### config.mk
export PLATFORM = sky130hd
export DESIGN_NAME = image_pipe_mc
export DESIGN_NICKNAME = d
export VERILOG_FILES = /design/src/rtl/image_pipe_mc.sv
export SDC_FILE = /design/constraint.sdc
export NUM_CORES = 1
export LEC_CHECK = 0
export ABC_CLOCK_PERIOD_IN_PS = 4860
export CORE_MARGIN = 3
export CORE_UTILIZATION = 60
export DETAILED_ROUTE_END_ITERATION = 16
export GPL_TIMING_DRIVEN = 0
export PLACE_DENSITY = 0.8
export SLEW_MARGIN = 5
export SYNTH_ARGS = -nofsm -noshare
export SYNTH_HDL_FRONTEND = slang
export SYNTH_SLANG_ARGS = --single-unit
export TNS_END_PERCENT = 50
### constraint.sdc
create_clock -name clk -period 4.86 [get_ports clk]
set_input_delay 0.729 -clock clk [delete_from_list [all_inputs] [get_ports clk]]
set_output_delay 0.729 -clock clk [all_outputs]
set_load 0.05 [all_outputs]
### src/rtl/image_pipe_mc.sv
// image_pipe_mc: CH-channel pixel pipe (gain/offset, invert or bypass, mask, saturate) with output FIFO
// Ports: clk; rst (async, active-high)
//   upstream:   in_valid, in_data[CH*DATA_W], in_busy (hold pixel while 1)
//   downstream: out_valid, out_data[CH*DATA_W], out_busy (stall)
//   registers:  reg_cs, reg_we, reg_addr[ADDR_W], reg_wdata[32], reg_rdata[32] (registered read data)
// Optional feature: define IMAGE_PIPE_MC_SAT_CNT_EN to add the SAT_COUNT register at 0x6.
module image_pipe_mc #(
   parameter int CH         = 3,
   parameter int DATA_W     = 8,
   parameter int GAIN_W     = 8,
   parameter int GAIN_FRAC  = 4,
   parameter int FIFO_DEPTH = 8,
   parameter int ADDR_W     = 4
) (
   input  logic                 clk,
   input  logic                 rst,
   input  logic                 in_valid,
   input  logic [CH*DATA_W-1:0] in_data,
   output logic                 in_busy,
   output logic                 out_valid,
   output logic [CH*DATA_W-1:0] out_data,
   input  logic                 out_busy,
   input  logic                 reg_cs,
   input  logic                 reg_we,
   input  logic [ADDR_W-1:0]    reg_addr,
   input  logic [31:0]          reg_wdata,
   output logic [31:0]          reg_rdata
);
   localparam int PW    = DATA_W + GAIN_W;
   localparam int SW    = PW + 2;
   localparam int AW    = $clog2(FIFO_DEPTH);
   localparam int PIX_W = CH * DATA_W;
   localparam logic [DATA_W-1:0] MAXV = '1;

   logic              en;
   logic [1:0]        mode;
   logic [GAIN_W-1:0] gain;
   logic [DATA_W:0]   offset;
   logic [CH-1:0]     mask;
   logic [31:0]       pix_count;
   logic              s1_v, s2_v;
   logic [PIX_W-1:0]  s1_x, s2_x, s2_res;
   logic [1:0]        s1_mode, s2_mode;
   logic [GAIN_W-1:0] s1_gain;
   logic [DATA_W:0]   s1_off, s2_off;
   logic [CH-1:0]     s1_mask, s2_mask;
   logic [CH*PW-1:0]  prod, s2_prod;
   logic [PIX_W-1:0]  mem [FIFO_DEPTH];
   logic [AW-1:0]     wptr, rptr;
   logic [AW:0]       count;
   logic              acc, rd, wr_reg, clr, m1;
   logic [31:0]       rd_mux, sat_rd;
   logic              unused_wdata;

   assign unused_wdata = ^reg_wdata;
   assign out_valid = count != '0;
   assign out_data  = out_valid ? mem[rptr] : '0;
   assign rd        = out_valid && !out_busy;
   // Every pixel in S1/S2 already owns a FIFO slot, so the pipeline never has to stall.
   assign in_busy   = !en || (32'(count) + 32'(s1_v) + 32'(s2_v) >= 32'(FIFO_DEPTH));
   assign acc       = in_valid && !in_busy;
   assign wr_reg    = reg_cs && reg_we;
   assign clr       = wr_reg && reg_addr == ADDR_W'(0) && reg_wdata[3];
   assign m1        = s2_mode == 2'd1;

`ifdef IMAGE_PIPE_MC_SAT_CNT_EN
   logic [CH-1:0] sat;
   logic [31:0]   sat_count;
   always_ff @(posedge clk or posedge rst)
      if (rst) sat_count <= '0;
      else     sat_count <= clr ? '0 : sat_count + 32'(s2_v && |sat);
   assign sat_rd = sat_count;
`else
   assign sat_rd = '0;
`endif

   for (genvar c = 0; c < CH; c++) begin : g_ch
      logic [DATA_W-1:0]    x;
      logic signed [SW-1:0] v;
      logic                 lo, hi;
      assign prod[c*PW +: PW] = PW'(s1_x[c*DATA_W +: DATA_W]) * PW'(s1_gain);
      assign x  = s2_x[c*DATA_W +: DATA_W];
      // Scaled product is non-negative; two guard bits let the signed offset push it below zero.
      assign v  = $signed({2'b00, s2_prod[c*PW +: PW] >> GAIN_FRAC})
                + $signed({{(SW-DATA_W-1){s2_off[DATA_W]}}, s2_off});
      assign lo = v[SW-1];
      assign hi = !lo && (v[SW-2:DATA_W] != '0);
      assign s2_res[c*DATA_W +: DATA_W] = !s2_mask[c] ? '0
                                        : m1 ? (lo ? '0 : hi ? MAXV : v[DATA_W-1:0])
                                        : s2_mode == 2'd2 ? MAXV - x : x;
`ifdef IMAGE_PIPE_MC_SAT_CNT_EN
      assign sat[c] = s2_mask[c] && m1 && (lo || hi);
`endif
   end

   always_comb begin
      rd_mux = '0;
      case (reg_addr)
         ADDR_W'(0): rd_mux = {29'b0, mode, en};
         ADDR_W'(1): rd_mux = 32'(gain);
         ADDR_W'(2): rd_mux = 32'(offset);
         ADDR_W'(3): rd_mux = 32'(mask);
         ADDR_W'(4): rd_mux = pix_count;
         ADDR_W'(5): rd_mux = {28'b0, !s1_v && !s2_v, in_busy,
                               count == (AW+1)'(FIFO_DEPTH), count == '0};
         ADDR_W'(6): rd_mux = sat_rd;
         default:    rd_mux = '0;
      endcase
   end

   always_ff @(posedge clk or posedge rst)
      if (rst) begin
         en        <= 1'b0;
         mode      <= '0;
         gain      <= GAIN_W'(1 << GAIN_FRAC);
         offset    <= '0;
         mask      <= '1;
         pix_count <= '0;
         reg_rdata <= '0;
      end else begin
         if (wr_reg && reg_addr == ADDR_W'(0)) begin
            en   <= reg_wdata[0];
            mode <= reg_wdata[2:1];
         end
         if (wr_reg && reg_addr == ADDR_W'(1)) gain <= reg_wdata[GAIN_W-1:0];
         if (wr_reg && reg_addr == ADDR_W'(2)) offset <= reg_wdata[DATA_W:0];
         if (wr_reg && reg_addr == ADDR_W'(3)) mask <= reg_wdata[CH-1:0];
         pix_count <= clr ? '0 : pix_count + 32'(rd);
         if (reg_cs && !reg_we) reg_rdata <= rd_mux;
      end

   always_ff @(posedge clk or posedge rst)
      if (rst) begin
         s1_v  <= 1'b0;
         s2_v  <= 1'b0;
         wptr  <= '0;
         rptr  <= '0;
         count <= '0;
      end else begin
         s1_v  <= acc;
         s2_v  <= s1_v;
         wptr  <= wptr + AW'(s2_v);
         rptr  <= rptr + AW'(rd);
         count <= count + (AW+1)'(s2_v) - (AW+1)'(rd);
      end

   // Configuration is snapshotted with the pixel so later register writes cannot touch it.
   always_ff @(posedge clk) begin
      if (acc) begin
         s1_x    <= in_data;
         s1_mode <= mode;
         s1_gain <= gain;
         s1_off  <= offset;
         s1_mask <= mask;
      end
      s2_x    <= s1_x;
      s2_prod <= prod;
      s2_mode <= s1_mode;
      s2_off  <= s1_off;
      s2_mask <= s1_mask;
      if (s2_v) mem[wptr] <= s2_res;
   end
endmodule

==> Word-level counts from Yosys, hierarchy flattened <==
Memories as Yosys holds them, arrays and structs flattened.
Index checks and enable logic that the tools add are counted.
{ "totals": {"register_bits": 231, "mem_count": 1, "inputBits": 66, "out_inout_bits": 58, "ram_bits": 192, "wordCells": 97} }
{ "memory_table": {"columns": ["name", "depth", "word_bits", "rd", "rd_clocked_by_memory_dff", "write_ports", "line", "source"], "rows": [
  ["mem", 8, 24, 1, 0, 1, "48", "logic [PIX_W-1:0] mem [FIFO_DEPTH];"]
]} }
{ "classes": {"order_cmp": 1, "eq_ne": 8, "add_sub_neg": 13, "n_mux": 20, "reduce_logical": 29, "mul": 3} }
{ "op_table": {"columns": ["cell", "count"], "rows": [
  ["$pmux W32 S6", 1],
  ["$mux W8", 15],
  ["$mul A8 B8 Y16", 3],
  ["$add A13 B9 Y14", 3],
  ["$add A32 B1 Y32", 1],
  ["$mux W32", 1],
  ["$reduce_bool A9 Y1", 3],
  ["$mux W24", 1],
  ["$sub A8 B8 Y8 const A", 3],
  ["$logic_and A1 B1 Y1", 13],
  ["$logic_not A1 Y1", 9],
  ["$eq A4 B2 Y1 const B", 2],
  ["$eq A4 B3 Y1 const B", 2],
  ["$logic_not A4 Y1", 2],
  ["$add A3 B1 Y3", 2],
  ["$add A5 B1 Y6", 1],
  ["$ge A6 B4 Y1 const B", 1],
  ["$add A4 B1 Y5", 1],
  ["$add A4 B1 Y4", 1],
  ["$eq A4 B1 Y1 const B", 1],
  ["$eq A4 B4 Y1 const B", 1],
  ["$reduce_bool A4 Y1", 1],
  ["$sub A4 B1 Y4", 1],
  ["$eq A2 B1 Y1 const B", 1],
  ["3 further kinds", 4]
]} }

==> Logic depth before layout (Yosys ltp) <==
{ "depth": {"word_depth": 7, "depth_mapped": 18, "mapped_depth_nobuf": 17} }

==> Worst setup path before layout <==
Ideal clock, no wire load.
{ "synth_timing": {"kind": "reg2reg", "start": "register s1_gain[4]", "end": "register s2_prod[14]", "required_time_ps": 4788, "t_arrival_ps": 4259, "slack_ps": 529, "setup_ps": 72, "stages_incl_launch_ff": 17, "synth_period_minus_slack_ps": 4331, "path_cell_list": "edfxtp_1 clkbuf_1 and2_1 fa_1 fa_1 inv_1 fa_1 fa_1 inv_1 ha_1 a21oi_1 o21ai_0 a211oi_1 o21ai_0 a31o_2 a21oi_1 xnor2_1"} }
{ "synth_via": {"elab_chain_len": 1} }
{ "synth_rtl": {"columns": ["element", "line", "source"], "rows": [
  ["from (decl)", "44", "logic [GAIN_W-1:0] s1_gain;"],
  ["from (signal assigned)", "152", "s1_gain <= gain;"],
  ["$mul A8 B8 Y16", "81", "assign prod[c*PW +: PW] = PW'(s1_x[c*DATA_W +: DATA_W]) * PW'(s1_gain);"],
  ["named net prod[14]", "47", "logic [CH*PW-1:0] prod, s2_prod;"],
  ["to (signal assigned)", "157", "s2_prod <= prod;"],
  ["to (decl)", "47", null]
]} }
The timed path passes the listed nets, and every way through them passes these cells.
A chain may end at the register's enable or synchronous reset.

==> Worst setup path in the final report <==
Ends and elaborated chain as after synthesis.

==> qor.yml <==
outcome:
  status: "finished clean"
synth:
  synth.distinct_cells: 67
  avgSynthCellArea_um2: 12.3
  yosysWarnings: 0
  synth_seq_cells: 411
  synth-async-reset-ratio_pct: 24.1
  synth.cell_area_um2: 23200
  synth_nets: 2223
  synth.most_common_cell: "edfxtp_1"
  ys.flop_type: "edfxtp_1"
  ys_seq_area_share_pct: 47.9
  synth_top_cell_area_share_pct: 30.8
  synth_area_leader_cell: "edfxtp_1"
  netlist_top_cells_area: "edfxtp_1 (31%), dfrtp_1 (10%), fa_1 (9.7%)"
  synth_common_cells: "edfxtp_1 (238), inv_1 (193), ha_1 (153)"
  synthesis.instances: 1891
  synth-edff-count: 238
grt:
  grt-busiest-layer: "met2"
  met2_usage_pct: 42.5
  antenna_found_initial: 0
  grt_pass1_wl_mm: 83.7
  track_usage_pct: 25.8
  grt_pass1_vias: 15770
  gr-total-overflow: 0
  use_met3_pct: 5.37
  grt_start_max_net_pins: 61
  met1_usage_pct: 34.4
critical_path:
  ff2ff_path_depth: 16
  crit_buf_inv: 3
  r2r-start: "s1_gain[4]$_DFFE_PP_"
  path_max_fanout: 10
  r2r_setup_slack_ns: 0.20
  cp-end-kind: "flip-flop"
  rr_endpoint: "s2_prod[14]$_DFF_P_"
  crit_chain: "buf_4 > and2_1 > fa_1 > fa_1 > inv_1 > fa_1 > fa_1 > inv_1 > ha_1 > a21oi_1 > o21ai_0 > a211oi_2 > o21ai_1 > a31o_2 > a21oi_1 > xnor2_1"
  crit_slowest_cell: "fa_1"
  cpMostUsedCell: "fa_1"
  worstPathArrival_ns: 5.14
  cp.required_ns: 5.34
  path_delay_family: "adder cells"
  cp-start-kind: "flip-flop"
  cpPeakStageDelay_ns: 0.55
  path_class: "flip-flop to flip-flop"
layout:
  drive_above_1_share_pct: 9.52
  nNetsFinal: 2378
  diodes: 0
  finish.instance_area_um2: 26400
  synthToLayoutAreaGrowth_pct: 13.9
sta:
  tightest_slew_ns: 1.33
  hold_violations: 0
  slew-limit-headroom_pct: 10.6
  fin_hold_ws_ns: 0.333
  period_minus_slack_ns: 4.66
  clock_skew_ns: 0.0358
  setup_viol: 0
  fin_setup_tns_ns: 0
  slew_viol_final: 0
  fin_crit_sh_pct: 95.9
  max_freq_ghz: 0.215
placement:
  gp_congestion: 0.924
  hpwl_mm: 37.9
  io_buffers: 97
  placed_cell_area_um2: 25000
clocking:
  clock_tree.root_cell: "clkbuf_16"
  cts_max_level: 2
  clock_latency_ns: 0.58
  cts_buffer_depth: 3
  cts_buffers: 42
  cts_tree: "built"
  numClockSinks: 411
  cts.reportedPaths.clkPinSlew_ns: 0.06
  cts_hold_buffers: 0
drt:
  vias_per_cell: 5.85
  wl_mm: 52.6
  drc: 0
  route.vias.total: 15157
  first_iter_violations: 1148
  ant_nets: 0
  wl_per_cell_um: 20.3
  firstDrtPassIters: 6
die:
  start_util_pct: 61.2
  rows: 71
  io_pins: 124
  die_area_um2: 41100
  die_x_um: 203
  core-area_um2: 37900
  die_y_um: 203
power_and_ir_drop:
  pwr_density_cell_nw_per_um2: 525
  p_leak_nw: 11.0
  vdd_drop_max_mv: 0.330
  power.total_mw: 13.9
min_path:
  whs_path_depth: 0
  hold_end: "s2_off[6]$_DFF_P_"
  min-delay-start: "s1_off[6]$_DFFE_PP_"
  hold_path_class: "flip-flop to flip-flop"
run:
  maxCapViolations: 0
-- what timing repair did --
action,in CTS,in global routing
resized for setup,13,35
pin swaps,0,2
endpoints found under the hold margin,0,0
buffers inserted,8,1
setup endpoints to repair,12,12
-- state kept, by name, summed over array words and instances, names as in the netlist --
name       count
mask           3
s1_v           1
s2_x          24
en             1
pix_count     32
s2_off         9
mem          192
wptr           3
reg_rdata     32
s2_v           1
offset         9
s2_mode        2
gain           8
s1_mode        2
s1_off         9
s1_mask        3
mode           2
s2_prod       36
count          4
s1_gain        8
s2_mask        3
s1_x          24
rptr           3
-- worst max path at each step --
stage / start / end / slack (ns) / cells after the start
after detailed placement: s1_gain[7]$_DFFE_PP_ / s2_prod[15]$_DFF_P_ / -0.24 / 16
after floorplan: s1_gain[4]$_DFFE_PP_ / s2_prod[14]$_DFF_P_ / 0.53 / 16
final: s1_gain[4]$_DFFE_PP_ / s2_prod[14]$_DFF_P_ / 0.20 / 16
after global placement: s1_gain[5]$_DFFE_PP_ / s2_prod[31]$_DFF_P_ / -0.15 / 14
after CTS: s1_gain[3]$_DFFE_PP_ / s2_prod[47]$_DFF_P_ / 0.0009 / 16
after global routing: s1_gain[7]$_DFFE_PP_ / s2_prod[13]$_DFF_P_ / -0.002 / 16
-- power breakdown --
| group | total [mW] | internal (mW) | switching, mW |
|---|---|---|---|
| Clock | 3.08 | 1.72 | 1.35 |
| Combinational | 6.33 | 2.63 | 3.70 |
| Sequential | 4.47 | 4.18 | 0.287 |
-- cell type report --
cell class | instances | area [um2]
Buffer | 59 | 267
Clock buffer | 60 | 1150
Clock inverter | 18 | 171
Fill cell | 2636 | 11500
Inverter | 193 | 727
Multi-Input combinational cell | 1227 | 11200
Sequential cell | 411 | 11100
Tap cell | 511 | 639
Timing Repair Buffer | 112 | 1130
-- per-layer routing --
layer | routed length [um] | vias up
li1 | - | 6914
met1 | 21300 | 7562
met2 | 25400 | 557
met3 | 4000 | 124
met4 | 1910 | 0
met5 | 0 | -
-- placed cells by master, fill, tap and decap left out, drive strengths merged, types with 6 or more instances in the layout --
master	Yosys	routed
nand3	29	29
a22o	29	29
nor2	111	111
a21oi	42	42
dfxtp	74	74
a21boi	6	6
nor2b	20	20
nand2	89	89
a31oi	13	13
a311oi	8	8
and2	151	151
nand2b	16	16
mux2	25	25
mux4	50	50
fa	113	113
nor3	27	27
ha	153	153
buf	13	33
clkbuf	47	101
inv	193	193
edfxtp	238	238
and3	13	13
o21bai	9	9
a21o	13	13
mux2i	28	28
o21ai	70	70
nand3b	22	22
xor2	68	68
clkdlybuf4s50	0	97
a22oi	7	7
a211oi	21	21
clkinv	0	15
dfrtp	95	95
xnor2	43	43
-- per-stage QoR --
step	cells	utilization [%]	setup WS, ns
after detailed placement	2505	65.9	-0.237
after floorplan	1891	-	0.529
final	2591	69.7	0.198
after CTS	2591	69.6	0.000940
after global routing	2591	69.7	-0.00233
after global placement	2499	65.4	-0.149
-- kinds of logic (layout without fill, tap and decap cells) --
logic type | count (synthesis) | count (layout) | share of synthesized area (%)
AND/OR/NAND/NOR | 503 | 503 | 11.4
flip-flops | 411 | 411 | 47.9
adder cells (fa/ha/maj) | 266 | 266 | 18.0
buffers and inverters | 253 | 442 | 4.11
AO/OA/AOI/OAI | 244 | 244 | 7.17
XOR/XNOR | 111 | 111 | 4.19
multiplexers | 103 | 103 | 7.27
-- worst reg2reg max path: cells and delay by family, from the launching register on --
kind,cells,cell delay [ns]
xor+xnor,1,0.13
compound gates,6,1.08
buf+inv,3,0.34
flops,1,0.49
fa+ha+maj,5,2.39
simple gates,1,0.17
No activity file was read; power rests on OpenSTA's default activity.
